[config.mk]
export PLATFORM = sky130hd
export DESIGN_NAME = blackjack_sequencer
export DESIGN_NICKNAME = d
export VERILOG_FILES = /design/src/rtl/blackjack_pkg.sv /design/src/rtl/hand_evaluator.sv /design/src/rtl/blackjack_sequencer.sv
export SDC_FILE = /design/constraint.sdc
export NUM_CORES = 1
export LEC_CHECK = 0
export ABC_AREA = 1
export ABC_CLOCK_PERIOD_IN_PS = 3950
export BUFFER_PORTS_ARGS = -buffer_cell sky130_fd_sc_hd__buf_2
export CAP_MARGIN = 20
export CORE_ASPECT_RATIO = 1.5
export CORE_MARGIN = 1
export CORE_UTILIZATION = 52
export DETAILED_ROUTE_END_ITERATION = 8
export PLACE_DENSITY = 0.73
export SYNTH_ARGS = -nofsm -noshare
export SYNTH_HDL_FRONTEND = slang
export SYNTH_SLANG_ARGS = --single-unit
[constraint.sdc]
create_clock -name clk -period 3.95 [get_ports clk]
set_clock_uncertainty 0.1 [all_clocks]
set_input_delay 0.5925 -clock clk [delete_from_list [all_inputs] [get_ports clk]]
set_output_delay 0.5925 -clock clk [all_outputs]
set_load 0.03 [all_outputs]
[src/rtl/blackjack_pkg.sv]
// Shared types and constants for the BlackJack turn sequencer.
// Holds the FSM state encoding, result and player codes, and the scoring helper.
package blackjack_pkg;

  typedef enum logic [3:0] {
    S_IDLE,
    S_CLEAR,
    S_DEAL,
    S_P1_TURN,
    S_P2_TURN,
    S_DEALER,
    S_DRAW_WAIT,
    S_DRAW_GAP,
    S_SCORE,
    S_DONE,
    S_FAULT
  } state_t;

  localparam logic [1:0] RES_NONE = 2'd0;
  localparam logic [1:0] RES_WIN  = 2'd1;
  localparam logic [1:0] RES_LOSE = 2'd2;
  localparam logic [1:0] RES_PUSH = 2'd3;

  localparam logic [1:0] USER_NONE   = 2'd0;
  localparam logic [1:0] USER_P1     = 2'd1;
  localparam logic [1:0] USER_P2     = 2'd2;
  localparam logic [1:0] USER_DEALER = 2'd3;

  localparam logic [5:0] BUST_LIMIT = 6'd21;
  localparam logic [2:0] DEAL_CARDS = 3'd6;

  // Initial deal goes round the table twice: P1, P2, dealer, P1, P2, dealer.
  function automatic logic [1:0] deal_target(input logic [2:0] idx);
    case (idx)
      3'd0, 3'd3: deal_target = USER_P1;
      3'd1, 3'd4: deal_target = USER_P2;
      default:    deal_target = USER_DEALER;
    endcase
  endfunction

  function automatic logic [1:0] score_hand(input logic [5:0] p_best, input logic p_bust,
                                            input logic [5:0] d_best, input logic d_bust);
    if (p_bust)               score_hand = RES_LOSE;
    else if (d_bust)          score_hand = RES_WIN;
    else if (p_best > d_best) score_hand = RES_WIN;
    else if (p_best < d_best) score_hand = RES_LOSE;
    else                      score_hand = RES_PUSH;
  endfunction

endpackage

[src/rtl/hand_evaluator.sv]
// Combinational best-total and bust evaluation for one hand.
// Aces count high unless that busts and a low total exists.
module hand_evaluator
  import blackjack_pkg::*;
(
  input  logic [5:0] high,
  input  logic [5:0] low,
  output logic [5:0] best,
  output logic       bust
);

  always_comb begin
    if (high <= BUST_LIMIT)  best = high;
    else if (low != 6'd0)    best = low;
    else                     best = high;
    bust = (best > BUST_LIMIT);
  end

endmodule

[src/rtl/blackjack_sequencer.sv]
// Turn-level BlackJack controller: deal, player turns, dealer rule, scoring.
// Hand totals are captured only in the gap cycle after each card is added.
module blackjack_sequencer
  import blackjack_pkg::*;
#(
  parameter int DEALER_STAND = 17,
  parameter int DRAW_TIMEOUT = 64
) (
  input  logic       clk,
  input  logic       reset,
  input  logic       start,
  input  logic       hit,
  input  logic       stand,
  input  logic       cardsUpdated,
  input  logic [5:0] p1_high,
  input  logic [5:0] p1_low,
  input  logic [5:0] p2_high,
  input  logic [5:0] p2_low,
  input  logic [5:0] d_high,
  input  logic [5:0] d_low,
  output logic [1:0] userSelect,
  output logic       clearHands,
  output logic [1:0] turn,
  output logic [1:0] p1_result,
  output logic [1:0] p2_result,
  output logic       gameOver,
  output logic       fault
);

  localparam int         TW          = $clog2(DRAW_TIMEOUT) + 1;
  localparam logic [TW-1:0] TMO_LAST = TW'(DRAW_TIMEOUT - 1);
  localparam logic [5:0] STAND_TOTAL = 6'(DEALER_STAND);

  state_t          state;
  state_t          ret_state;
  logic [2:0]      deal_cnt;
  logic [TW-1:0]   tmo_cnt;

  // Index 0 = P1, 1 = P2, 2 = dealer.
  logic [5:0] high_in  [3];
  logic [5:0] low_in   [3];
  logic [5:0] high_reg [3];
  logic [5:0] low_reg  [3];
  logic [5:0] best     [3];
  logic       bust     [3];

  assign high_in[0] = p1_high;
  assign high_in[1] = p2_high;
  assign high_in[2] = d_high;
  assign low_in[0]  = p1_low;
  assign low_in[1]  = p2_low;
  assign low_in[2]  = d_low;

  generate
    for (genvar gi = 0; gi < 3; gi++) begin : g_eval
      hand_evaluator u_eval (
        .high (high_reg[gi]),
        .low  (low_reg[gi]),
        .best (best[gi]),
        .bust (bust[gi])
      );
    end
  endgenerate

  logic p1_done;
  logic p2_done;
  assign p1_done = bust[0] || (best[0] == BUST_LIMIT);
  assign p2_done = bust[1] || (best[1] == BUST_LIMIT);

  always_ff @(posedge clk or posedge reset) begin
    if (reset) begin
      state      <= S_IDLE;
      ret_state  <= S_IDLE;
      deal_cnt   <= 3'd0;
      tmo_cnt    <= '0;
      userSelect <= USER_NONE;
      clearHands <= 1'b0;
      turn       <= USER_NONE;
      p1_result  <= RES_NONE;
      p2_result  <= RES_NONE;
      gameOver   <= 1'b0;
      fault      <= 1'b0;
      for (int i = 0; i < 3; i++) begin
        high_reg[i] <= 6'd0;
        low_reg[i]  <= 6'd0;
      end
    end else begin
      clearHands <= 1'b0;
      case (state)
        S_IDLE, S_DONE, S_FAULT: begin
          if (start) begin
            state      <= S_CLEAR;
            clearHands <= 1'b1;
            userSelect <= USER_NONE;
            turn       <= USER_NONE;
            p1_result  <= RES_NONE;
            p2_result  <= RES_NONE;
            gameOver   <= 1'b0;
            fault      <= 1'b0;
            deal_cnt   <= 3'd0;
          end
        end

        // The first deal request is issued straight from CLEAR so it
        // appears two cycles after start; DEAL issues the remaining five.
        S_CLEAR: begin
          for (int i = 0; i < 3; i++) begin
            high_reg[i] <= 6'd0;
            low_reg[i]  <= 6'd0;
          end
          userSelect <= deal_target(3'd0);
          deal_cnt   <= 3'd1;
          tmo_cnt    <= '0;
          ret_state  <= S_DEAL;
          state      <= S_DRAW_WAIT;
        end

        S_DEAL: begin
          if (deal_cnt == DEAL_CARDS) begin
            state <= S_P1_TURN;
            turn  <= USER_P1;
          end else begin
            userSelect <= deal_target(deal_cnt);
            deal_cnt   <= deal_cnt + 3'd1;
            tmo_cnt    <= '0;
            ret_state  <= S_DEAL;
            state      <= S_DRAW_WAIT;
          end
        end

        S_P1_TURN: begin
          if (p1_done || stand) begin
            state <= S_P2_TURN;
            turn  <= USER_P2;
          end else if (hit) begin
            userSelect <= USER_P1;
            tmo_cnt    <= '0;
            ret_state  <= S_P1_TURN;
            state      <= S_DRAW_WAIT;
          end
        end

        S_P2_TURN: begin
          if (p2_done || stand) begin
            if (bust[0] && bust[1]) begin
              state <= S_SCORE;
              turn  <= USER_NONE;
            end else begin
              state <= S_DEALER;
              turn  <= USER_DEALER;
            end
          end else if (hit) begin
            userSelect <= USER_P2;
            tmo_cnt    <= '0;
            ret_state  <= S_P2_TURN;
            state      <= S_DRAW_WAIT;
          end
        end

        S_DEALER: begin
          if (best[2] < STAND_TOTAL) begin
            userSelect <= USER_DEALER;
            tmo_cnt    <= '0;
            ret_state  <= S_DEALER;
            state      <= S_DRAW_WAIT;
          end else begin
            state <= S_SCORE;
          end
        end

        S_DRAW_WAIT: begin
          if (cardsUpdated) begin
            userSelect <= USER_NONE;
            state      <= S_DRAW_GAP;
          end else if (tmo_cnt == TMO_LAST) begin
            userSelect <= USER_NONE;
            turn       <= USER_NONE;
            fault      <= 1'b1;
            state      <= S_FAULT;
          end else begin
            tmo_cnt <= tmo_cnt + 1'b1;
          end
        end

        S_DRAW_GAP: begin
          for (int i = 0; i < 3; i++) begin
            high_reg[i] <= high_in[i];
            low_reg[i]  <= low_in[i];
          end
          state <= ret_state;
        end

        S_SCORE: begin
          p1_result <= score_hand(best[0], bust[0], best[2], bust[2]);
          p2_result <= score_hand(best[1], bust[1], best[2], bust[2]);
          turn      <= USER_NONE;
          gameOver  <= 1'b1;
          state     <= S_DONE;
        end

        default: state <= S_IDLE;
      endcase
    end
  end

endmodule

==> impl.org, run 1 <==
** Clocking
- Number of buffers created by CTS :: 9
- Clock tree synthesis found a total of 64 sinks.
- In this run, post-CTS hold repair placed 0 buffers.
- Clock slew at reported path FFs :: 0.06 ns
- CTS tree :: built
- Number of levels in the clock H-tree :: 3
- Post-CTS repair changed the size of 0 cells.
- Maximum clock path buffer count :: 2
- Post-CTS timing repair inserted 0 buffers for setup.
- The clock reaches the later pin of the worst-skew pair after 0.35 ns.
- Library cell used as clock root buffer :: sky130_fd_sc_hd__clkbuf_8

** STA
- Number of hold violations in the final report :: 0
- Transition time at the pin with the least slew margin :: 0.783 ns
- Max Slew Vio Count :: 0
- Setup violations remaining at the end of the flow were counted as 0.
- Headroom to the max-slew limit came out at 47.7%.
- Setup repair after global routing left no endpoint under its margin.
- Based on the critical path, the design can be clocked at up to 395 MHz.
- Min Tclk post-route :: 2.53 ns
- Setup total negative slack on the finished layout was measured at 0 ns.
- Of the available clock period, the critical path in the final layout requires 64.0%.

** Setup path
- Worst Setup Path Type :: flop to flop
- The endpoint identified for the worst register-to-register timing path is p2_result[1]$_DFFE_PP0P_.
- Data arrival at the endpoint of the critical path :: 2.67 ns
- STA classifies the critical path startpoint as a flop.
- Along the worst path, the maximum fanout reaches 4.
- The worst setup path is captured at a flop.
- Worst-case register-to-register setup slack :: 1.42 ns
- The startpoint identified for the worst register-to-register timing path is low_reg[5]$_DFFE_PP0P_.
- Cell count of the worst reg-to-reg path :: 14
- CP required :: 4.09 ns

** Cells and area
- For this run, the share of the core covered by cells in the final layout is 61.5%.
- The repair_antennas step left the layout with diodes totalling 0.
- Compared with the post-synthesis result, the final layout area differs by 12.6%.
- The post-route netlist has 16.5% of its cells at a drive strength greater than 1.
- After the last flow step, the layout net total stands at 685.
- Fill count :: 698
- In the layout the commonest cells are sky130_fd_sc_hd__nand2_1, sky130_fd_sc_hd__inv_1, sky130_fd_sc_hd__dfrtp_1, sky130_fd_sc_hd__buf_2.
- Non-Filler Cell Area, Final :: 4530 sq um
- The library cell used most frequently in the layout, excluding fill and tap cells, is sky130_fd_sc_hd__nand2_1.

** Synth
- Share of the yosys chip area belonging to registers :: 39.8%
- Register bit total from synthesis :: 64
- Synthesized area :: 4030 sq um
- Synth Net Count :: 630
- After synthesis, the largest area contributor takes up 39.8% of total cell area.
- Of all cell types, the one taking the most synthesized area is sky130_fd_sc_hd__dfrtp_1.
- In the synthesized netlist, the number of instances is 570.
- Largest cells by area after synthesis :: sky130_fd_sc_hd__dfrtp_1, sky130_fd_sc_hd__nand2_1, sky130_fd_sc_hd__inv_1, sky130_fd_sc_hd__ha_1, sky130_fd_sc_hd__o21ai_0
- Synth cell types :: 33
- Yosys synthesis warning count :: 0
- Synthesized area per cell :: 7.06 sq um

** Pwr
- In this run the power density over the cells is 741 nW/um^2.
- In this run the static leakage power is 2.50 nW.
- IR analysis of the VDD net gives a maximum drop of 323 uV.

** Global route
- The via count of the first global-routing pass is 3801.
- In the global route stage, met3 resource usage came out at 5.87%.
- Gr busiest metal :: met2
- Maximum number of pins on one net before global-route repair :: 40
- The first global-routing pass estimated 16600 um of wire.
- Met1 global-route usage :: 28.1%
- Global routing used 27.1% of the available tracks across all layers.
- Total gr overflow :: 0
- Global routing consumed, on the met2 layer, 50.3% of the routing resources.
- The initial antenna violation count is 0.

** Routing
- In the final routed layout, each cell accounts on average for 13.1 um.
- Vias per Instance :: 5.10
- The first routing iteration left 187 violations.
- Count of TritonRoute iterations in the first routing pass :: 4
- DR DRC count :: 0
- Once detail routing completed, the nets flagged for antenna violations numbered 0.
- Detailed-route via count :: 3718
- The routed design has 9570 um of wire.

** Run
- Max-cap violations :: 0

** Run status
- The run finished with clean final reports.

** Die
- For this design the top-level I/O count stands at 53.
- Height of the die :: 110 um
- The floorplan has 38 rows.
- The die covers 8100 sq um.
- Width of the chip :: 73.8 um
- Initial Utilization :: 54.6%
- Core box area :: 7370 sq um

** Place
- Post-DP HPWL :: 7570 um
- Placed standard-cell area :: 4380 sq um
- Count of input and output buffers :: 52
- Routability-driven placement finished with a final weighted congestion of 0.931.

** Worst hold path
- The path class of the tightest hold or removal check is input port to async pin.
[worst max-delay path, cell delays in order, from the launching register on]
cell and delay (ns):
sky130_fd_sc_hd__dfrtp_1 0.38, sky130_fd_sc_hd__nor2_1 0.10, sky130_fd_sc_hd__nand4_1 0.12, sky130_fd_sc_hd__or2_2 0.29, sky130_fd_sc_hd__a21oi_1 0.19, sky130_fd_sc_hd__inv_1 0.14
sky130_fd_sc_hd__ha_1 0.31, sky130_fd_sc_hd__nand2_1 0.05, sky130_fd_sc_hd__inv_1 0.07, sky130_fd_sc_hd__nand3_1 0.09, sky130_fd_sc_hd__o211a_1 0.23, sky130_fd_sc_hd__o21ai_0 0.17
sky130_fd_sc_hd__nand2_1 0.07, sky130_fd_sc_hd__nand2_1 0.06, sky130_fd_sc_hd__nand2_1 0.04
[synth_stat cells]
library cell / number
sky130_fd_sc_hd__nand3_2: 7
sky130_fd_sc_hd__o311ai_0: 1
sky130_fd_sc_hd__a21oi_1: 10
sky130_fd_sc_hd__or2_2: 1
sky130_fd_sc_hd__o21ai_2: 3
sky130_fd_sc_hd__o21ai_1: 2
sky130_fd_sc_hd__buf_6: 1
sky130_fd_sc_hd__nor2_1: 46
sky130_fd_sc_hd__a2111oi_0: 1
sky130_fd_sc_hd__o211ai_1: 2
sky130_fd_sc_hd__nor2_4: 3
sky130_fd_sc_hd__clkbuf_4: 1
sky130_fd_sc_hd__inv_2: 2
sky130_fd_sc_hd__nand3b_1: 1
sky130_fd_sc_hd__a211oi_1: 1
sky130_fd_sc_hd__inv_1: 78
sky130_fd_sc_hd__ha_1: 18
sky130_fd_sc_hd__nor2_2: 4
sky130_fd_sc_hd__xor2_1: 4
sky130_fd_sc_hd__a21oi_2: 3
sky130_fd_sc_hd__nand2_1: 202
sky130_fd_sc_hd__nand4_1: 7
sky130_fd_sc_hd__nand2_4: 3
sky130_fd_sc_hd__nand2_2: 9
sky130_fd_sc_hd__dfrtp_1: 64
sky130_fd_sc_hd__and3_1: 1
sky130_fd_sc_hd__o21ai_0: 45
sky130_fd_sc_hd__o211a_1: 1
sky130_fd_sc_hd__nor3_1: 3
sky130_fd_sc_hd__clkbuf_1: 8
sky130_fd_sc_hd__o31ai_1: 1
sky130_fd_sc_hd__nand3_1: 35
sky130_fd_sc_hd__nor3b_1: 2
[metal layers]
| metal | vias to the layer above | share of wire [%] |
|---|---|---|
| li1 | 1902 | - |
| met1 | 1720 | 39 |
| met2 | 75 | 55 |
| met3 | 21 | 3.2 |
| met4 | 0 | 3.1 |
| met5 | - | 0 |
[per-stage QoR]
step / setup slack, ns / power [mW] / hold slack, ns / cells
2_1_floorplan: 1.66 / 2.46 / 0.338 / 570
6_report: 1.42 / 3.36 / 0.293 / 729
4_1_cts: 1.45 / 3.37 / 0.315 / 729
3_5_place_dp: 1.47 / 2.90 / 0.353 / 714
3_3_place_gp: 1.54 / 2.85 / 0.353 / 714
5_1_grt: 1.20 / 3.72 / 0.326 / 729
[report_power, final]
group | switching, mW | internal (mW) | total [mW]
registers | 0.131 | 0.858 | 0.990
logic | 1.30 | 0.610 | 1.90
clock network | 0.242 | 0.221 | 0.463
total | 1.67 | 1.69 | 3.36
[cells by family after synthesis]
logic type / share of synthesized area [%]
AND/OR/NAND/NOR: 35.3
buffers and inverters: 8.67
AO/OA/AOI/OAI: 9.82
flip-flops: 39.8
adder cells (fa/ha/maj): 5.60
XOR/XNOR: 0.870
[worst max path at each step]
stage                           startpoint                       end  slack [ns]  depth (start not counted)
finish              low_reg[5]$_DFFE_PP0P_  p2_result[1]$_DFFE_PP0P_        1.42                         14
global route        low_reg[3]$_DFFE_PP0P_  p1_result[1]$_DFFE_PP0P_        1.20                         17
CTS                 low_reg[5]$_DFFE_PP0P_  p2_result[1]$_DFFE_PP0P_        1.45                         14
detailed placement  low_reg[5]$_DFFE_PP0P_  p2_result[1]$_DFFE_PP0P_        1.47                         14
global placement    low_reg[5]$_DFFE_PP0P_  p2_result[1]$_DFFE_PP0P_        1.54                         14
floorplan                            reset      clearHands$_DFF_PP0_        1.66                          1
[cell type report]
| class | count | area (sq um) | share of cell area, % |
|---|---|---|---|
| Timing Repair Buffer | 54 | 275 | 6.07 |
| Multi-Input combinational cell | 416 | 2080 | 45.8 |
| Inverter | 80 | 300 | 6.62 |
| Tap cell | 100 | 125 | 2.76 |
| Clock inverter | 4 | 22.5 | 0.497 |
| Clock buffer | 11 | 131 | 2.90 |
| Sequential cell | 64 | 1600 | 35.3 |
Note: power is estimated with default switching activity, not from simulation.
==> inputs of run 2 (changes only) <==
- ABC_CLOCK_PERIOD_IN_PS: 3950 -> 2600
- clock period: 3.95 -> 2.6 ns (I/O delays scaled with it)
==> run 2 against run 1 <==
Net effect: hold slack worse by 0.29 ns; routed wire length about the same; flip-flop and latch count unchanged; fmax up 5.7%; critical path type unchanged; critical endpoint unchanged.
==> impl.org, run 2 (same netlist as run 1, synthesis figures left out) <==
** Die
- Row cnt :: 38 (unchanged)
- Core box area :: 7370 sq um (unchanged)
- Initial Utilization :: 54.6% (unchanged)
- The floorplan die area is 8100 sq um (unchanged).
- Width of the chip :: 73.8 um (unchanged)
- Height of the die :: 110 um (unchanged)
- Number of top-level design ports :: 53 (unchanged)

** Place
- The count of buffers inserted at the top-level ports was 52 (unchanged).
- The final weighted congestion in routability-driven placement is 0.909 (was 0.931).
- The post-DP HPWL is 7520 um (was 7570 um).

** STA
- Min Tclk post-route :: 2.39 ns (was 2.53 ns)
- The slew at the pin with the worst max-slew slack came to 0.600 ns (was 0.783 ns).
- Highest clock frequency the design can meet :: 418 MHz (was 395 MHz)
- Final count of negative-setup-slack endpoints :: 0 (unchanged)
- The final-report hold violation count came to 0 (unchanged).
- Tcrit/Tclk final :: 92.0% (was 64.0%)
- The worst hold margin was 0.00724 ns (was 0.293 ns).
- Worst slew margin relative to its limit :: 59.9% (was 47.7%)
- Max Slew Vio Count :: 0 (unchanged)

** Pwr
- VDD IR-drop max :: 619 uV (was 323 uV)
- The static leakage power was 2.56 nW (was 2.50 nW).
- The areal power density over the cells is 1150 nW/um^2 (was 741 nW/um^2).

** Global route
- The global-route wire length before repair came to 15900 um (was 16600 um).
- The initial antenna violation count was 0 (unchanged).
- GRT Total Usage :: 26.0% (was 27.1%)
- Maximum number of pins on one net before global-route repair :: 39 (was 40)
- Number of global-route vias before repair :: 3641 (was 3801)
- Total gr overflow :: 0 (unchanged)

** Clocking
- The clock tree from TritonCTS is built (unchanged).
- Library cell used as clock root buffer :: sky130_fd_sc_hd__clkbuf_8 (unchanged)
- Resized cells post-CTS :: 0 (unchanged)
- The maximum clock insertion buffer count was 2 (unchanged).
- The post-CTS repair timing setup buffer count came to 0 (unchanged).
- Number of clock sinks :: 64 (unchanged)
- Clock latency on the worst-skew pair :: 0.35 ns (about the same)
- Hold Buf Count CTS :: 0 (unchanged)
- Number of levels in the clock H-tree :: 3 (unchanged)
- Clock slew at reported path FFs :: 0.07 ns (was 0.06 ns)
- Number of buffers created by CTS :: 9 (unchanged)

** Setup path
- The critical path buffer and inverter count was 2 (unchanged).
- Element type at the critical path start :: flop (unchanged)
- The most frequent cell on the critical path was sky130_fd_sc_hd__nand2_1 (unchanged).
- CP required :: 2.74 ns (was 4.09 ns)
- The critical path endpoint category is a flop (unchanged).
- The slowest cell on the critical path is sky130_fd_sc_hd__dfrtp_1 (unchanged).
- The capture point of the worst reg-to-reg path is p2_result[1]$_DFFE_PP0P_ (unchanged).
- Worst Setup Path Type :: flop to flop (unchanged)
- The family of cells with the greatest summed delay on the critical path is simple AND/OR/NAND/NOR gates (unchanged).
- Worst-case register-to-register setup slack :: 0.21 ns (was 1.42 ns)
- The source of the worst register-to-register timing path is low_reg[3]$_DFFE_PP0P_ (was low_reg[5]$_DFFE_PP0P_).
- The arrival time at the worst endpoint came to 2.53 ns (was 2.67 ns).
- The path length in cells of the critical path came to 14 (unchanged).
- The critical path startpoint is low_reg[3]$_DFFE_PP0P_ (was low_reg[5]$_DFFE_PP0P_).
- Sequence of cells on the critical path: nor2_1 > nand4_1 > or2_2 > a21oi_2 > inv_2 > ha_1 > nand2_1 > inv_1 > nand3_1 > o211a_1 > o21ai_0 > nand2_1 > nand2_1 > nand2_1 (was nor2_1 > nand4_1 > or2_2 > a21oi_1 > inv_1 > ha_1 > nand2_1 > inv_1 > nand3_1 > o211a_1 > o21ai_0 > nand2_1 > nand2_1 > nand2_1).
- The maximum net fanout on the critical path was 4 (unchanged).
- The number of cells on the worst reg-to-reg path is 14 (unchanged).
- The delay of the slowest cell on the worst path was 0.38 ns (about the same).
- Critical Path Sink :: p2_result[1]$_DFFE_PP0P_ (unchanged)

** Cells and area
- Multi-input logic area :: 2080 sq um (about the same)
- Commonest cells after routing, fill and taps aside :: sky130_fd_sc_hd__nand2_1, sky130_fd_sc_hd__inv_1, sky130_fd_sc_hd__dfrtp_1, sky130_fd_sc_hd__buf_2, sky130_fd_sc_hd__nor2_1 (was sky130_fd_sc_hd__nand2_1, sky130_fd_sc_hd__inv_1, sky130_fd_sc_hd__dfrtp_1, sky130_fd_sc_hd__buf_2)
- Antenna cells :: 0 (unchanged)
- Layout net count :: 692 (was 685)
- Fill count :: 702 (was 698)
- The flip-flop and latch area was 1600 sq um (unchanged).
- The signed area change from the synthesized netlist to the final layout came to 15.1% (was 12.6%).
- The ratio of cells with drive above 1 in the final layout is 17.9% (was 16.5%).
- Most common cell after layout, fill and taps aside :: sky130_fd_sc_hd__nand2_1 (unchanged)
- Final core utilization :: 62.9% (was 61.5%)

** Routing
- Wirelength, routed :: 9570 um (about the same)
- Count of routing violations after the opening detailed-route iteration :: 239 (was 187)
- The vias per cell was 5.06 (was 5.10).
- Wire length per cell after detailed routing :: 13.0 um (was 13.1 um)
- Count of TritonRoute iterations in the first routing pass :: 5 (was 4)
- The number of routed nets with antenna violations was 0 (unchanged).
- The DRC violation count after routing was 0 (unchanged).
- The via count was 3725 (was 3718).

** Run
- The count of maximum capacitance violations was 0 (unchanged).

** Worst hold path
- Class of the most critical hold timing path :: input port to async pin (unchanged)

** Run status
- Status: finished, final reports clean (unchanged).
-- run 2: how the worst min path moves through the flow --
stage / slack (ns) / end / from
after floorplan: 0.34 / ret_state[0]$_DFFE_PP0P_ / ret_state[0]$_DFFE_PP0P_
after global placement: 0.35 / userSelect[0]$_DFFE_PP0P_ / userSelect[0]$_DFFE_PP0P_
after detailed placement: 0.36 / gameOver$_DFFE_PP0P_ / gameOver$_DFFE_PP0P_
after CTS: 0.02 / deal_cnt[0]$_DFFE_PP0P_ / reset
after global routing: 0.05 / deal_cnt[2]$_DFFE_PP0P_ / reset
final: 0.007 / deal_cnt[0]$_DFFE_PP0P_ / reset
-- run 2: report_power, final --
group / total (mW) / internal (mW) / switching (mW)
logic: 2.99 / 1.00 / 1.99
registers: 1.51 / 1.30 / 0.202
clock network: 0.831 / 0.459 / 0.372
total: 5.32 / 2.76 / 2.56
-- run 2: metrics by stage --
stage | setup slack [ns] | power (mW) | cell area (sq um) | cells | TNS [ns]
after floorplan | 0.344 | 3.74 | 4030 | 570 | 0
after global placement | 0.189 | 4.44 | 4440 | 721 | 0
after detailed placement | 0.154 | 4.49 | 4440 | 721 | 0
after CTS | 0.129 | 5.35 | 4630 | 736 | 0
after global routing | -0.00230 | 5.83 | 4630 | 736 | -0.00230
final | 0.208 | 5.32 | 4630 | 736 | 0
-- run 2: per-layer routing --
| metal | wire length [um] | GRT usage [%] | vias up |
|---|---|---|---|
| met4 | 352 | 15.4 | 0 |
| met1 | 3830 | 27.2 | 1691 |
| li1 | - | - | 1921 |
| met5 | 0 | 0 | - |
| met3 | 267 | 4.40 | 27 |
| met2 | 5110 | 47.6 | 86 |
-- run 2: area by class of cell --
cell class | instances | area share, %
Clock buffer | 11 | 3.05
Clock inverter | 4 | 0.972
Inverter | 80 | 6.48
Multi-Input combinational cell | 416 | 44.9
Sequential cell | 64 | 34.6
Tap cell | 100 | 2.70
Timing Repair Buffer | 61 | 7.34
==> inputs of run 3 (changes only) <==
- CORE_MARGIN: 1 -> unset
- REMOVE_ABC_BUFFERS: unset -> 1
==> run 3 against run 2 <==
Net effect: sequential share of layout area fell by 0.52 points; first-iteration DRC count fell by 28%; utilization rose by 0.97 points; count of clock-buffer cells in the layout fell by 1; routed wire length fell by 3.5%; critical path depth did not move; largest cell class unchanged; highest routed layer unchanged.
==> impl.org, run 3 (same netlist as run 1, synthesis figures left out) <==
** STA
- Number of hold violations in the final report :: 0 (unchanged)
- Setup repair after global routing missed its margin :: false
- Setup total negative slack :: 0 ns (unchanged)
- Transition time at the pin with the least slew margin :: 0.596 ns (was 0.600 ns)
- Highest clock frequency the design can meet :: 419 MHz (was 418 MHz)
- The number of setup violations in the final report came to 0 (unchanged).
- The worst setup margin is 0.214 ns (was 0.208 ns).
- Worst slew margin relative to its limit :: 60.2% (was 59.9%)
- The final critical-path share of the clock period came to 91.8% (was 92.0%).
- The final number of max-transition violations is 0 (unchanged).
- The time the final worst path needs with I/O delays and setup came to 2.39 ns (about the same).

** Pwr
- The maximum vdd ir drop is 508 uV (was 619 uV).
- The portion of total power attributed to the clock network is 18.5% (was 15.6%).
- The power spent charging and discharging nets was 2.54 mW (was 2.56 mW).
- The internal power of the cells came to 2.96 mW (was 2.76 mW).
- The power share of the sequential group came to 27.4% (was 28.3%).
- Fraction of power spent switching nets :: 46.2% (was 48.1%)
- Combinational group share of total power :: 54.0% (was 56.1%)
- The static leakage power is 2.59 nW (was 2.56 nW).
- The areal power density over the cells was 1170 nW/um^2 (was 1150 nW/um^2).

** Die
- The area inside the core boundary is 7370 sq um (unchanged).
- The floorplan die area came to 8100 sq um (unchanged).
- The height of the die came to 110 um (unchanged).
- Row cnt :: 38 (unchanged)
- The die width was 73.8 um (unchanged).
- The top-level port count was 53 (unchanged).
- The initial core utilization came to 54.6% (unchanged).

** Setup path
- The reg-to-reg setup timing slack came to 0.21 ns (about the same).
- Max Fanout on Critical Path :: 4 (unchanged)
- Element type at the critical path start :: flop (unchanged)
- The critical path startpoint is low_reg[0]$_DFFE_PP0P_ (was low_reg[3]$_DFFE_PP0P_).
- The capture point of the worst reg-to-reg path is p2_result[1]$_DFFE_PP0P_ (unchanged).
- Worst Setup Path Type :: flop to flop (unchanged)
- The source of the worst register-to-register timing path is low_reg[0]$_DFFE_PP0P_ (was low_reg[3]$_DFFE_PP0P_).
- The number of cells on the worst reg-to-reg path is 14 (unchanged).
- Data arrival at the endpoint of the critical path :: 2.53 ns (about the same)
- CP required :: 2.74 ns (about the same)
- Crit. End Element :: flop (unchanged)

** Place
- The total placed instance area came to 4470 sq um (was 4440 sq um).
- Worst setup slack after placement :: 0.162 ns (was 0.154 ns)
- Placer congestion estimate :: 0.956 (was 0.909)
- Number of cells after detailed placement :: 724 (was 721)
- Count of input and output buffers :: 52 (unchanged)
- The post-DP HPWL came to 7360 um (was 7520 um).

** Global route
- The initial antenna violation count came to 0 (unchanged).
- The global-route wire length before repair was 16000 um (was 15900 um).
- The remaining global-route overflow came to 0 (unchanged).
- Number of global-route vias before repair :: 3787 (was 3641)
- The pin count of the biggest net entering global routing is 37 (was 39).
- The global-route usage over all layers was 26.0% (about the same).

** Clocking
- The clock tree from TritonCTS is built (unchanged).
- Clock latency on the worst-skew pair :: 0.35 ns (about the same)
- Number of buffers created by CTS :: 9 (unchanged)
- The clock tree root driver cell is sky130_fd_sc_hd__clkbuf_8 (unchanged).
- The number of sinks on the clock net was 64 (unchanged).
- The clock-pin slew reported for the worst setup and hold paths after clock tree synthesis is 0.07 ns (about the same).
- Number of levels in the clock H-tree :: 3 (unchanged)
- Maximum clock path buffer count :: 2 (unchanged)
- The hold buffer count at CTS was 0 (unchanged).

** Cells and area
- The signed area change from the synthesized netlist to the final layout came to 16.9% (was 15.1%).
- Layout cells sized above 1 :: 18.4% (was 17.9%)
- Final core utilization :: 63.9% (was 62.9%)
- The final-stage net count came to 695 (was 692).
- Commonest cells after routing, fill and taps aside :: sky130_fd_sc_hd__nand2_1, sky130_fd_sc_hd__inv_1, sky130_fd_sc_hd__dfrtp_1, sky130_fd_sc_hd__buf_2, sky130_fd_sc_hd__nor2_1 (unchanged)
- Cell Count, Final, Fillers Out :: 740 (was 736)
- Non-Filler Cell Area, Final :: 4710 sq um (was 4630 sq um)
- Antenna cells :: 0 (unchanged)
- The most common library cell in the layout ignoring fill and taps is sky130_fd_sc_hd__nand2_1 (unchanged).

** Routing
- The vias per cell came to 5.10 (was 5.06).
- The count of routing violations after the opening detailed-route iteration was 173 (was 239).
- Detailed-route via count :: 3774 (was 3725)
- The total detailed-routing wirelength was 9230 um (was 9570 um).
- Wire length per cell after detailed routing :: 12.5 um (was 13.0 um)
- The number of routed nets with antenna violations is 0 (unchanged).
- The DRC violation count after routing came to 0 (unchanged).
- The total iterations of the first detailed-routing run came to 5 (unchanged).

** Worst hold path
- Class of the most critical hold timing path :: input port to async pin (unchanged)

** Run status
- Status :: finished, final reports clean (unchanged)

** Run
- The count of maximum capacitance violations is 0 (unchanged).
-- run 3: cell types whose count changed in the layout (fill, tap and decap cells not counted) --
cell	change
sky130_fd_sc_hd__clkinv_2	-1
sky130_fd_sc_hd__bufinv_16	+2
sky130_fd_sc_hd__buf_4	+3
sky130_fd_sc_hd__clkbuf_8	-1
sky130_fd_sc_hd__clkinvlp_4	+1
-- run 3: what timing repair did --
action | in CTS | in global routing
gates resized for setup | 0 | 3
setup buffers | 0 | 0
endpoints found under the setup margin | 0 | 3
-- run 3: routing by layer --
metal  vias to the layer above  track usage [%]  wire length [um]
met3                        25             4.86               306
met4                         0             15.8               310
li1                       1925                -                 -
met2                        84             47.6              5090
met5                         -                0                 0
met1                      1740             26.8              3520
-- run 3: worst max-delay path by stage --
stage                                     endpoint  slack [ns]  depth (start not counted)
after floorplan           high_reg[10]$_DFFE_PP0P_       -0.52                          6
after global placement    p2_result[1]$_DFFE_PP0P_        0.21                         14
after detailed placement  p2_result[1]$_DFFE_PP0P_        0.16                         14
after CTS                 p2_result[1]$_DFFE_PP0P_        0.14                         14
after global routing      p2_result[1]$_DFFE_PP0P_        0.02                         14
final                     p2_result[1]$_DFFE_PP0P_        0.21                         14
-- run 3: power by group through the flow --
stage	combinational, mW	clock [mW]	sequential (mW)
after floorplan	2.08	0	1.60
after global placement	2.90	0	1.52
after detailed placement	2.95	0	1.52
after CTS	2.98	1.04	1.51
after global routing	3.45	1.08	1.54
final	2.97	1.02	1.51
-- run 3: metrics by stage --
| stage | power [mW] | hold slack, ns |
|---|---|---|
| after CTS | 5.52 | 0.0133 |
| final | 5.50 | 0.00268 |
| after floorplan | 3.68 | 0.338 |
| after global placement | 4.42 | 0.351 |
| after detailed placement | 4.48 | 0.355 |
| after global routing | 6.07 | 0.0421 |
-- run 3: cell type report --
| class | count | area [sq um] |
|---|---|---|
| clock buffers | 10 | 128 |
| clock inverters | 6 | 108 |
| fillers | 679 | 2660 |
| inverters | 80 | 300 |
| multi-input cells | 416 | 2080 |
| flip-flops and latches | 64 | 1600 |
| well taps | 100 | 125 |
| repair buffers | 64 | 363 |
-- run 3: critical path, stage by stage (launching register included) --
cell and delay (ns):
sky130_fd_sc_hd__dfrtp_1 0.37, sky130_fd_sc_hd__inv_1 0.09, sky130_fd_sc_hd__nand4_1 0.15, sky130_fd_sc_hd__or2_2 0.31, sky130_fd_sc_hd__a21oi_2 0.16, sky130_fd_sc_hd__inv_2 0.08, sky130_fd_sc_hd__ha_1 0.29, sky130_fd_sc_hd__nand2_1 0.05
sky130_fd_sc_hd__inv_1 0.06, sky130_fd_sc_hd__nand3_1 0.08, sky130_fd_sc_hd__o211a_1 0.23, sky130_fd_sc_hd__o21ai_0 0.15, sky130_fd_sc_hd__nand2_1 0.06, sky130_fd_sc_hd__nand2_1 0.05, sky130_fd_sc_hd__nand2_1 0.05
